<file path="config.mk">
export PLATFORM = sky130hd
export DESIGN_NAME = keypad_scanner
export DESIGN_NICKNAME = d
export VERILOG_FILES = /design/src/rtl/keypad_pkg.sv /design/src/rtl/keypad_scanner_debounce.sv /design/src/rtl/keypad_scanner.sv
export SDC_FILE = /design/constraint.sdc
export NUM_CORES = 1
export LEC_CHECK = 0
export BUFFER_PORTS_ARGS = -buffer_cell sky130_fd_sc_hd__buf_2
export CAP_MARGIN = 20
export CORE_ASPECT_RATIO = 2
export CORE_MARGIN = 2
export CORE_UTILIZATION = 55
export CTS_CLUSTER_DIAMETER = 50
export DETAILED_ROUTE_END_ITERATION = 16
export GPL_TIMING_DRIVEN = 1
export PLACE_DENSITY = 0.78
export SLEW_MARGIN = 20
export SYNTH_ARGS = -nofsm -noshare
export SYNTH_HDL_FRONTEND = slang
export SYNTH_SLANG_ARGS = --single-unit
</file>
<file path="constraint.sdc">
create_clock -name clk -period 4.1 [get_ports clk]
set_clock_uncertainty 0.2 [all_clocks]
set_input_delay 0.615 -clock clk [delete_from_list [all_inputs] [get_ports clk]]
set_output_delay 0.615 -clock clk [all_outputs]
set_load 0.02 [all_outputs]
</file>
<file path="src/rtl/keypad_pkg.sv">
// Shared types and helpers for the 4x4 keypad scanner.
// Optional auto-repeat is enabled with KEYPAD_REPEAT_EN.
package keypad_pkg;

  localparam logic [3:0] KEY_A = 4'hA;
  localparam logic [3:0] KEY_B = 4'hB;

  typedef struct packed {
    logic       valid;
    logic [3:0] code;
  } scan_res_t;

  function automatic logic [3:0] key_map(
    input logic [1:0] c,
    input logic [1:0] r
  );
    logic [15:0][3:0] tbl;
    // Index is {col,row}; entry 0 is col0/row0
    tbl = {4'hD, 4'hC, 4'hB, 4'hA,
           4'hE, 4'h9, 4'h6, 4'h3,
           4'hF, 4'h8, 4'h5, 4'h2,
           4'h0, 4'h7, 4'h4, 4'h1};
    return tbl[{c, r}];
  endfunction

endpackage

</file>
<file path="src/rtl/keypad_scanner_debounce.sv">
// Scan-result debouncer: owns the stable count, release rule, dec and button_pressed.
// Auto-repeat logic exists only when KEYPAD_REPEAT_EN is defined.
module keypad_debounce
  import keypad_pkg::*;
#(
  parameter int unsigned DEBOUNCE_SCANS = 4,
  parameter int unsigned REPEAT_SCANS   = 500
) (
  input  logic       clk,
  input  logic       rst_n,
  input  logic       scan_done,
  input  scan_res_t  res,
  output logic [3:0] dec,
  output logic       button_pressed
);

  localparam int SW = $clog2(DEBOUNCE_SCANS + 1);
  localparam logic [SW-1:0] DB = SW'(DEBOUNCE_SCANS);

  scan_res_t     prev_q, prev_d;
  logic [SW-1:0] stable_q, stable_d;
  logic [3:0]    dec_q, dec_d;
  logic          bp_q, bp_d;
  logic          same, becomes, held_ok;

`ifdef KEYPAD_REPEAT_EN
  localparam int RW = $clog2(REPEAT_SCANS + 1);
  logic [RW-1:0] rep_q, rep_d;
  logic          gap_q, gap_d;
`endif

  always_comb begin
    prev_d   = prev_q;
    stable_d = stable_q;
    dec_d    = dec_q;
    bp_d     = bp_q;
    same     = (res == prev_q);
    becomes  = 1'b0;
    held_ok  = res.valid && (res.code == dec_q);
`ifdef KEYPAD_REPEAT_EN
    rep_d    = rep_q;
    gap_d    = gap_q;
`endif
    if (scan_done) begin
      prev_d = res;
      if (!same)
        stable_d = SW'(1);
      else if (stable_q != DB)
        stable_d = stable_q + SW'(1);
      becomes = (stable_d == DB) && !(same && stable_q == DB);
`ifdef KEYPAD_REPEAT_EN
      if (gap_q) begin
        gap_d = 1'b0;
        bp_d  = held_ok;
        rep_d = '0;
      end else if (bp_q) begin
        if (!held_ok) begin
          rep_d = '0;
        end else if (rep_q == RW'(REPEAT_SCANS - 1)) begin
          bp_d  = 1'b0;
          gap_d = 1'b1;
          rep_d = '0;
        end else begin
          rep_d = rep_q + RW'(1);
        end
      end
`endif
      if (becomes) begin
        if (!res.valid) begin
          bp_d = 1'b0;
`ifdef KEYPAD_REPEAT_EN
          gap_d = 1'b0;
`endif
        end else if (!bp_q) begin
          dec_d = res.code;
          bp_d  = 1'b1;
`ifdef KEYPAD_REPEAT_EN
          gap_d = 1'b0;
          rep_d = '0;
`endif
        end else if (!held_ok) begin
          // New key while held: release first, then re-qualify
          bp_d     = 1'b0;
          stable_d = '0;
        end
      end
    end
  end

  always_ff @(posedge clk or negedge rst_n) begin
    if (!rst_n) begin
      prev_q   <= '0;
      stable_q <= '0;
      dec_q    <= 4'h0;
      bp_q     <= 1'b0;
    end else begin
      prev_q   <= prev_d;
      stable_q <= stable_d;
      dec_q    <= dec_d;
      bp_q     <= bp_d;
    end
  end

`ifdef KEYPAD_REPEAT_EN
  always_ff @(posedge clk or negedge rst_n) begin
    if (!rst_n) begin
      rep_q <= '0;
      gap_q <= 1'b0;
    end else begin
      rep_q <= rep_d;
      gap_q <= gap_d;
    end
  end
`endif

  assign dec            = dec_q;
  assign button_pressed = bp_q;

endmodule

</file>
<file path="src/rtl/keypad_scanner.sv">
// 4x4 keypad scanner: row sync, column drive and per-scan hit collection.
// Auto-repeat in the debouncer is enabled with KEYPAD_REPEAT_EN.
module keypad_scanner
  import keypad_pkg::*;
#(
  parameter int unsigned COL_CYCLES     = 100000,
  parameter int unsigned DEBOUNCE_SCANS = 4,
  parameter int unsigned REPEAT_SCANS   = 500
) (
  input  logic       clk,
  input  logic       rst_n,
  input  logic [3:0] row,
  output logic [3:0] col,
  output logic [3:0] dec,
  output logic       button_pressed
);

  localparam int CW = (COL_CYCLES > 1) ? $clog2(COL_CYCLES) : 1;

  logic [3:0]    row_s1_q, row_s2_q;
  logic [CW-1:0] cyc_q, cyc_d;
  logic [1:0]    cidx_q, cidx_d;
  logic [1:0]    hits_q, hits_d;
  logic [3:0]    code_q, code_d;
  logic          sample, scan_done;
  logic [2:0]    col_hits, sum;
  logic [1:0]    hits_new, row_first;
  logic [3:0]    code_new;
  scan_res_t     res;

  always_comb begin
    sample    = (cyc_q == CW'(COL_CYCLES - 1));
    scan_done = sample && (cidx_q == 2'd3);
    cyc_d     = sample ? '0 : cyc_q + CW'(1);
    cidx_d    = sample ? cidx_q + 2'd1 : cidx_q;

    col_hits  = 3'd0;
    row_first = 2'd0;
    for (int r = 3; r >= 0; r--) begin
      col_hits = col_hits + {2'b0, ~row_s2_q[r]};
      if (!row_s2_q[r])
        row_first = 2'(r);
    end

    // Hit count saturates at 2: anything past one key is a reject
    sum      = {1'b0, hits_q} + col_hits;
    hits_new = (sum >= 3'd2) ? 2'd2 : sum[1:0];
    code_new = (hits_q == 2'd0 && col_hits != 3'd0)
             ? key_map(cidx_q, row_first) : code_q;

    res.valid = (hits_new == 2'd1);
    res.code  = code_new;

    hits_d = hits_q;
    code_d = code_q;
    if (scan_done) begin
      hits_d = 2'd0;
      code_d = 4'h0;
    end else if (sample) begin
      hits_d = hits_new;
      code_d = code_new;
    end
  end

  always_ff @(posedge clk or negedge rst_n) begin
    if (!rst_n) begin
      row_s1_q <= 4'hF;
      row_s2_q <= 4'hF;
      cyc_q    <= '0;
      cidx_q   <= 2'd0;
      hits_q   <= 2'd0;
      code_q   <= 4'h0;
    end else begin
      row_s1_q <= row;
      row_s2_q <= row_s1_q;
      cyc_q    <= cyc_d;
      cidx_q   <= cidx_d;
      hits_q   <= hits_d;
      code_q   <= code_d;
    end
  end

  assign col = ~(4'b0001 << cidx_q);

  keypad_debounce #(
    .DEBOUNCE_SCANS (DEBOUNCE_SCANS),
    .REPEAT_SCANS   (REPEAT_SCANS)
  ) u_debounce (
    .clk            (clk),
    .rst_n          (rst_n),
    .scan_done      (scan_done),
    .res            (res),
    .dec            (dec),
    .button_pressed (button_pressed)
  );

endmodule

</file>
; Yosys cells after proc, flatten, opt, wreduce, memory -nomap -nowiden
; Memories as Yosys holds them, arrays and structs flattened.
; Cells that the tools add are included.
[word_totals]
rom_bits = 64
mem_count = 1
output_inout_bits = 9
register_bits = 46
in_bits = 6
elab_cells = 69
[classes]
shifts = 1
muxes = 22
n_lt_le_gt_ge = 2
add_sub_neg = 7
n_reduce_logical = 11
eq_ne = 8
n_bitwise = 6
[mem_list]
columns = memory, depth, width, rd, rd_clocked_by_memory_dff, write_ports, line_no
row1 = (no name shown), 16, 4, 1, 0, 0, keypad_pkg.sv:23  ; return tbl[{c, r}];
[op_table]
columns = operator, count
row1 = 2-to-1 mux 3 bit, 7
row2 = "adder 17 x 1 -> 17 bit, second input constant", 1
row3 = "== test 17 bit, second input constant", 1
row4 = 2-to-1 mux 17 bit, 1
row5 = 2-to-1 mux 4 bit, 4
row6 = 2-to-1 mux 2 bit, 7
row7 = "== test 3 bit, second input constant", 2
row8 = == test 5 bit, 1
row9 = logical AND 1 bit, 5
row10 = "less-than comparator 4 x 5 -> 1 bit, second input constant", 1
row11 = inverter 1 bit, 5
row12 = == test 4 bit, 1
row13 = inverter 4 bit, 1
row14 = AND reduction 4 bit, 1
row15 = "<< shifter 1 x 2 -> 4 bit, first input constant", 1
row16 = adder 2 x 1 -> 3 bit, 1
row17 = adder 2 x 3 -> 3 bit, 1
row18 = adder 3 x 1 -> 3 bit, 1
row19 = "adder 3 x 1 -> 3 bit, second input constant", 1
row20 = "greater-or-equal comparator 3 x 2 -> 1 bit, second input constant", 1
row21 = 2-to-1 mux 1 bit, 3
row22 = "!= test 3 bit, second input constant", 1
row23 = nonzero test 3 bit, 1
row24 = adder 1 x 1 -> 2 bit, 1
row25 = 7 further kinds, 7

; Longest topological paths before layout
[logic_depth]
depth_word = 15
mapped_depth = 12
ltp_nobuf = 12

; Modules after synthesis
; A second synthesis with hierarchy kept.
[hier_totals]
hier_cells = 234
hier_area_um2 = 2557.5
[modules_own_cells]
columns = mod, area_each_um2, n_inst, cells_each, seq_area_each_um2
row1 = keypad_scanner, 1805.5, 1, 170, 835.8
row2 = keypad_debounce, 752.0, 1, 64, 325.3

; Worst setup path before layout
; OpenSTA, ideal clock, no wires.
[synth_timing]
path_kind = reg2reg
from = reg row_s2_q[2]
to = reg u_debounce.dec_q[0], in the netlist u_debounce.dec[0]
period_less_slack_ps = 3890
slack_ps = 210
path_buffers = 0
t_required_ps = 3772
stages_incl_launch_ff = 13
setup_time_ps = 128
arrival_ps = 3562
path_cell_list = dfstp_2 > inv_1 > fa_1 > ha_1 > ha_1 > fa_1 > xor2_1 > nor2_1 > and2_1 > nand2_1 > or4_1 > nor3_4 > mux2_1
[synth_between]
elab_chain_len = 14
elab_cells_between_ends = 24
classes_between = 4 x add/sub / 1 x order compare / 3 x eq/ne / 8 x mux / 1 x bitwise / 6 x reduce/logical / 1 x memory
[synth_rtl]
columns = item, line_no
row1 = "start, declared", keypad_scanner.sv:20  ; logic [3:0] row_s1_q, row_s2_q;
row2 = "start signal, assigned", keypad_scanner.sv:75  ; row_s2_q <= row_s1_q;
row3 = inverter 1 bit, keypad_scanner.sv:40  ; col_hits = col_hits + {2'b0, ~row_s2_q[r]};
row4 = adder 1 x 1 -> 2 bit, keypad_scanner.sv:40
row5 = adder 2 x 1 -> 3 bit, keypad_scanner.sv:40
row6 = adder 3 x 1 -> 3 bit, keypad_scanner.sv:40
row7 = adder 2 x 3 -> 3 bit, keypad_scanner.sv:46  ; sum = {1'b0, hits_q} + col_hits;
row8 = greater-or-equal comparator 3 x 2 -> 1 bit, keypad_scanner.sv:47  ; hits_new = (sum >= 3'd2) ? 2'd2 : sum[1:0];
row9 = 2-to-1 mux 2 bit, keypad_scanner.sv:47
row10 = == test 2 x 1 -> 1 bit, keypad_scanner.sv:51  ; res.valid = (hits_new == 2'd1);
row11 = == test 5 bit, keypad_scanner_debounce.sv:37  ; same = (res == prev_q);
row12 = 2-to-1 mux 3 bit, keypad_scanner_debounce.sv:46  ; if (!same)
row13 = 2-to-1 mux 3 bit, keypad_scanner_debounce.sv:44  ; if (scan_done) begin
row14 = == test 3 bit, keypad_scanner_debounce.sv:50  ; becomes = (stable_d == DB) && !(same && stable_q == DB);
row15 = logical AND 1 bit, keypad_scanner_debounce.sv:50
row16 = AND reduction 4 bit (no line), -
row17 = "end signal, assigned", keypad_scanner_debounce.sv:94  ; dec_q <= 4'h0;
row18 = "end signal, assigned", keypad_scanner_debounce.sv:99  ; dec_q <= dec_d;
row19 = "end, declared", keypad_scanner_debounce.sv:22  ; logic [3:0] dec_q, dec_d;
; Several ways; a longest one is shown, not always the timed one. The select of a mux whose other input is x is not followed.
; A chain may end at the register's enable or synchronous reset.

; Worst setup path in the final report
[layout_timing]
from = reg row_s2_q[3]
to = reg u_debounce.dec_q[2], in the netlist u_debounce.dec[2]
; Same word-level chain as after synthesis.

==> metrics.cfg <==
[pwr]
pwr-share-seq=0.454
clock_power_share=0.407
netSwitchingPower_mw=0.2450
p_leak_nw=1.319
switching_share=0.2402
combPwrFrac=0.139
power_density_nw_per_um2=344.5
power.internal_mw=0.7748
ir_worst_vdd_mv=0.2840

[clock_network]
ctsRootBufferMaster=clkbuf_8
htree_num_levels=2
cts_tree=built
cts_buffer_depth=2
cts_hold_buf=0
clk_pin_slew_ns=0.09
cts_sinks=46
worst_skew_pair.late_latency_ns=0.30
numCtsBuffers=5

[die]
die_h_um=102.0
start_util=0.5741
dieWidth_um=52.99
dieArea_sq_um=5404
coreArea_sq_um=4598
fp-row-count=35
io_pins=15

[sta]
fmax_mhz=252.3
slew_viol_final=0
finalCriticalPeriod_ns=3.964
whs_ns=0.09481
tightestPinTransition_ns=0.5938
slew_headroom=0.5999
setup_viol=0
period_share=0.9668
finalHoldViolations=0
fin_ws_ns=0.1363

[drt]
postRouteAntennaNets=0
drt-initial-drc-count=41
via_per_inst=5.843
via_count=1940
dr.pass1.iters=4
wl_met3_um=148
wl_met1_um=2075
wl_um=5474
wl_per_cell_um=16.49
highest_layer=met4
wl_met2_um=3101
drc=0

[global_routing]
grt_usage=0.2272
antenna_found_initial=0
grt_pass1_wl_um=8776
grt_pass1_vias=1916
grt_max_degree=47
overflow=0

[final_layout]
fillerInstances=387
antenna_cells=0
area_delta_synth_final_pct=12.13
drive_gt1_frac=0.1949
layout.nets=299

[critical_path]
cp_data_required_time_ns=4.10
slowest_delay_ns=0.58
cp_max_fo=4
cp_top_family=adder cells
cp-start-kind=flip-flop
end_kind=flip-flop
crit_slowest_cell=fa_1
cp_cell_sequence=inv_1, fa_1, ha_4, ha_1, fa_1, xor2_1, nor2_2, and2_4, nand2_1, or4_4, nor3_4, mux2_4
crit_top_cell=fa_1
path_buf_inv=1
path_class=reg -> reg
cp_data_arrival_time_ns=3.96

[logic_synthesis]
synthesis.area_sq_um=2640
synthAdderAreaFrac=0.08626
async_flop_share=1.000
synth-simple-area-share=0.1905
synthXorXnorAreaFrac=0.08910
syn_nets=281
yosys.cell_types.count=59
avgSynthCellArea_sq_um=10.23
muxShareOfSynthArea=0.03649
ys_seq_elements=46
yosys_warnings=0
synth-compound-area-share=0.1204
synthFlopType=dfrtp_1
synthCells=258
synth_edf_count=0
synth_seq_area_share=0.4398
synth_top_family_by_area=simple AND/OR/NAND/NOR gates

[outcome]
status=completed

[place]
gp_congestion=0.8493
hpwlAfterDp_um=3918
pre_cts_ws_ns=0.02472
port_buffers=14

[worst_hold_path]
hp-class=in -> async

[flow_run]
drv_cap=0

[final cells by class]
type                       count  area (sq um)  area share
inverter                      17         63.81     0.02156
clock buffer                   6         82.58     0.02790
clock inverter                 2         60.06     0.02029
sequential                    46          1161      0.3922
tap                           55         68.82     0.02325
timing repair buffer          18         102.6     0.03466
multi-input combinational    188          1421      0.4801
[cells in the final DEF, fill, tap and decap left out, types with 3 or more instances in the layout]
cell type,netlist,layout
nand4_1,5,5
ha_1,15,13
and3_1,3,3
dfstp_2,8,8
a21oi_1,4,4
xor2_1,8,8
o31ai_1,5,5
nor2_1,17,16
inv_1,17,17
mux2i_1,4,4
nor2b_1,4,4
clkbuf_8,0,6
xnor2_1,17,17
buf_4,0,5
nand3_1,8,8
dfrtp_1,38,38
nand2_1,25,25
nand2b_1,3,3
or3_1,3,3
nor4_1,3,3
nor3_1,6,6
buf_2,1,13
o21ai_0,13,13
[power by group through the flow]
stage	clock network (mW)	registers, mW	logic [mW]
after global routing	0.439	0.463	0.154
after detailed placement	0	0.472	0.129
after CTS	0.423	0.463	0.130
final	0.415	0.463	0.142
after global placement	0	0.472	0.126
after floorplan	0	0.471	0.0952
[worst paths after layout]
kind                                       start                            end  slack, ns  cells past startpoint
setup / recovery           row_s2_q[3]$_DFF_PN1_  u_debounce.dec[2]$_DFFE_PN0P_       0.14                     12
hold / removal                             rst_n            cyc_q[13]$_DFF_PN0_       0.09                      1
setup reg to reg           row_s2_q[3]$_DFF_PN1_  u_debounce.dec[2]$_DFFE_PN0P_       0.14                     12
hold reg to reg            row_s1_q[1]$_DFF_PN1_          row_s2_q[1]$_DFF_PN1_       0.16                      0
max in group asynchronous                  rst_n             cyc_q[0]$_DFF_PN0_       3.19                      1
min in group clk           row_s1_q[1]$_DFF_PN1_          row_s2_q[1]$_DFF_PN1_       0.16                      0
[cell usage after synthesis (3+ instances only)]
cell / number / area [sq um]
a21oi_1: 4 / 20.02
and2_1: 3 / 18.77
and3_1: 3 / 18.77
clkbuf_1: 5 / 18.77
dfrtp_1: 38 / 950.9
dfstp_2: 8 / 210.2
ha_1: 15 / 187.7
inv_1: 17 / 63.81
mux2_1: 3 / 33.78
mux2i_1: 4 / 40.04
nand2_1: 25 / 93.84
nand2b_1: 3 / 18.77
nand3_1: 8 / 40.04
nand4_1: 5 / 31.28
nor2_1: 17 / 63.81
nor2b_1: 4 / 25.02
nor3_1: 6 / 30.03
nor4_1: 3 / 18.77
o21ai_0: 13 / 65.06
o31ai_1: 5 / 37.54
or3_1: 3 / 18.77
xnor2_1: 17 / 148.9
xor2_1: 8 / 70.07
[worst register-to-register path, delay by kind of cell (launching register included)]
kind	cells	cell delay, ns
xor gates and xnor gates	1	0.19
adders and majority gates	4	1.36
buffers and inverters	1	0.06
DFF	1	0.54
muxes	1	0.33
and+or+nand+nor	5	1.18
[through the flow]
stage               total power [mW]  area, sq um    util  TNS [ns]  instances
global placement              0.5972         2751  0.5984         0        321
floorplan                     0.5664         2640       -         0        258
global route                   1.057         2960  0.6438  -0.02024        332
detailed placement            0.6010         2751  0.5984         0        321
CTS                            1.016         2894  0.6294         0        329
finish                         1.020         2960  0.6438         0        332
[repair_timing]
action	in CTS	in global routing
setup endpoints to repair	0	4
resized for setup	0	7
setup buffers	0	3
[layer usage]
metal,track usage,vias to the layer above
met2,0.4212,41
met3,0.03801,10
met1,0.2338,953
met4,0.1144,0
li1,-,936
met5,0,-
[state kept, by name (all words and copies together) (netlist names)]
register,count
row_s1_q,4
cyc_q,17
cidx_q,2
u_debounce.prev_q,5
code_q,4
hits_q,2
row_s2_q,4
u_debounce.button_pressed,1
u_debounce.dec,4
u_debounce.stable_q,3
[cells by family (layout without fill, tap and decap cells)]
group,after synthesis,count (layout)
compound gates,42,42
buf+inv,24,43
simple gates,94,94
xor+xnor,26,26
fa+ha+maj,17,17
flops,46,46
mux,9,9
(Power assumes the default switching activity.)
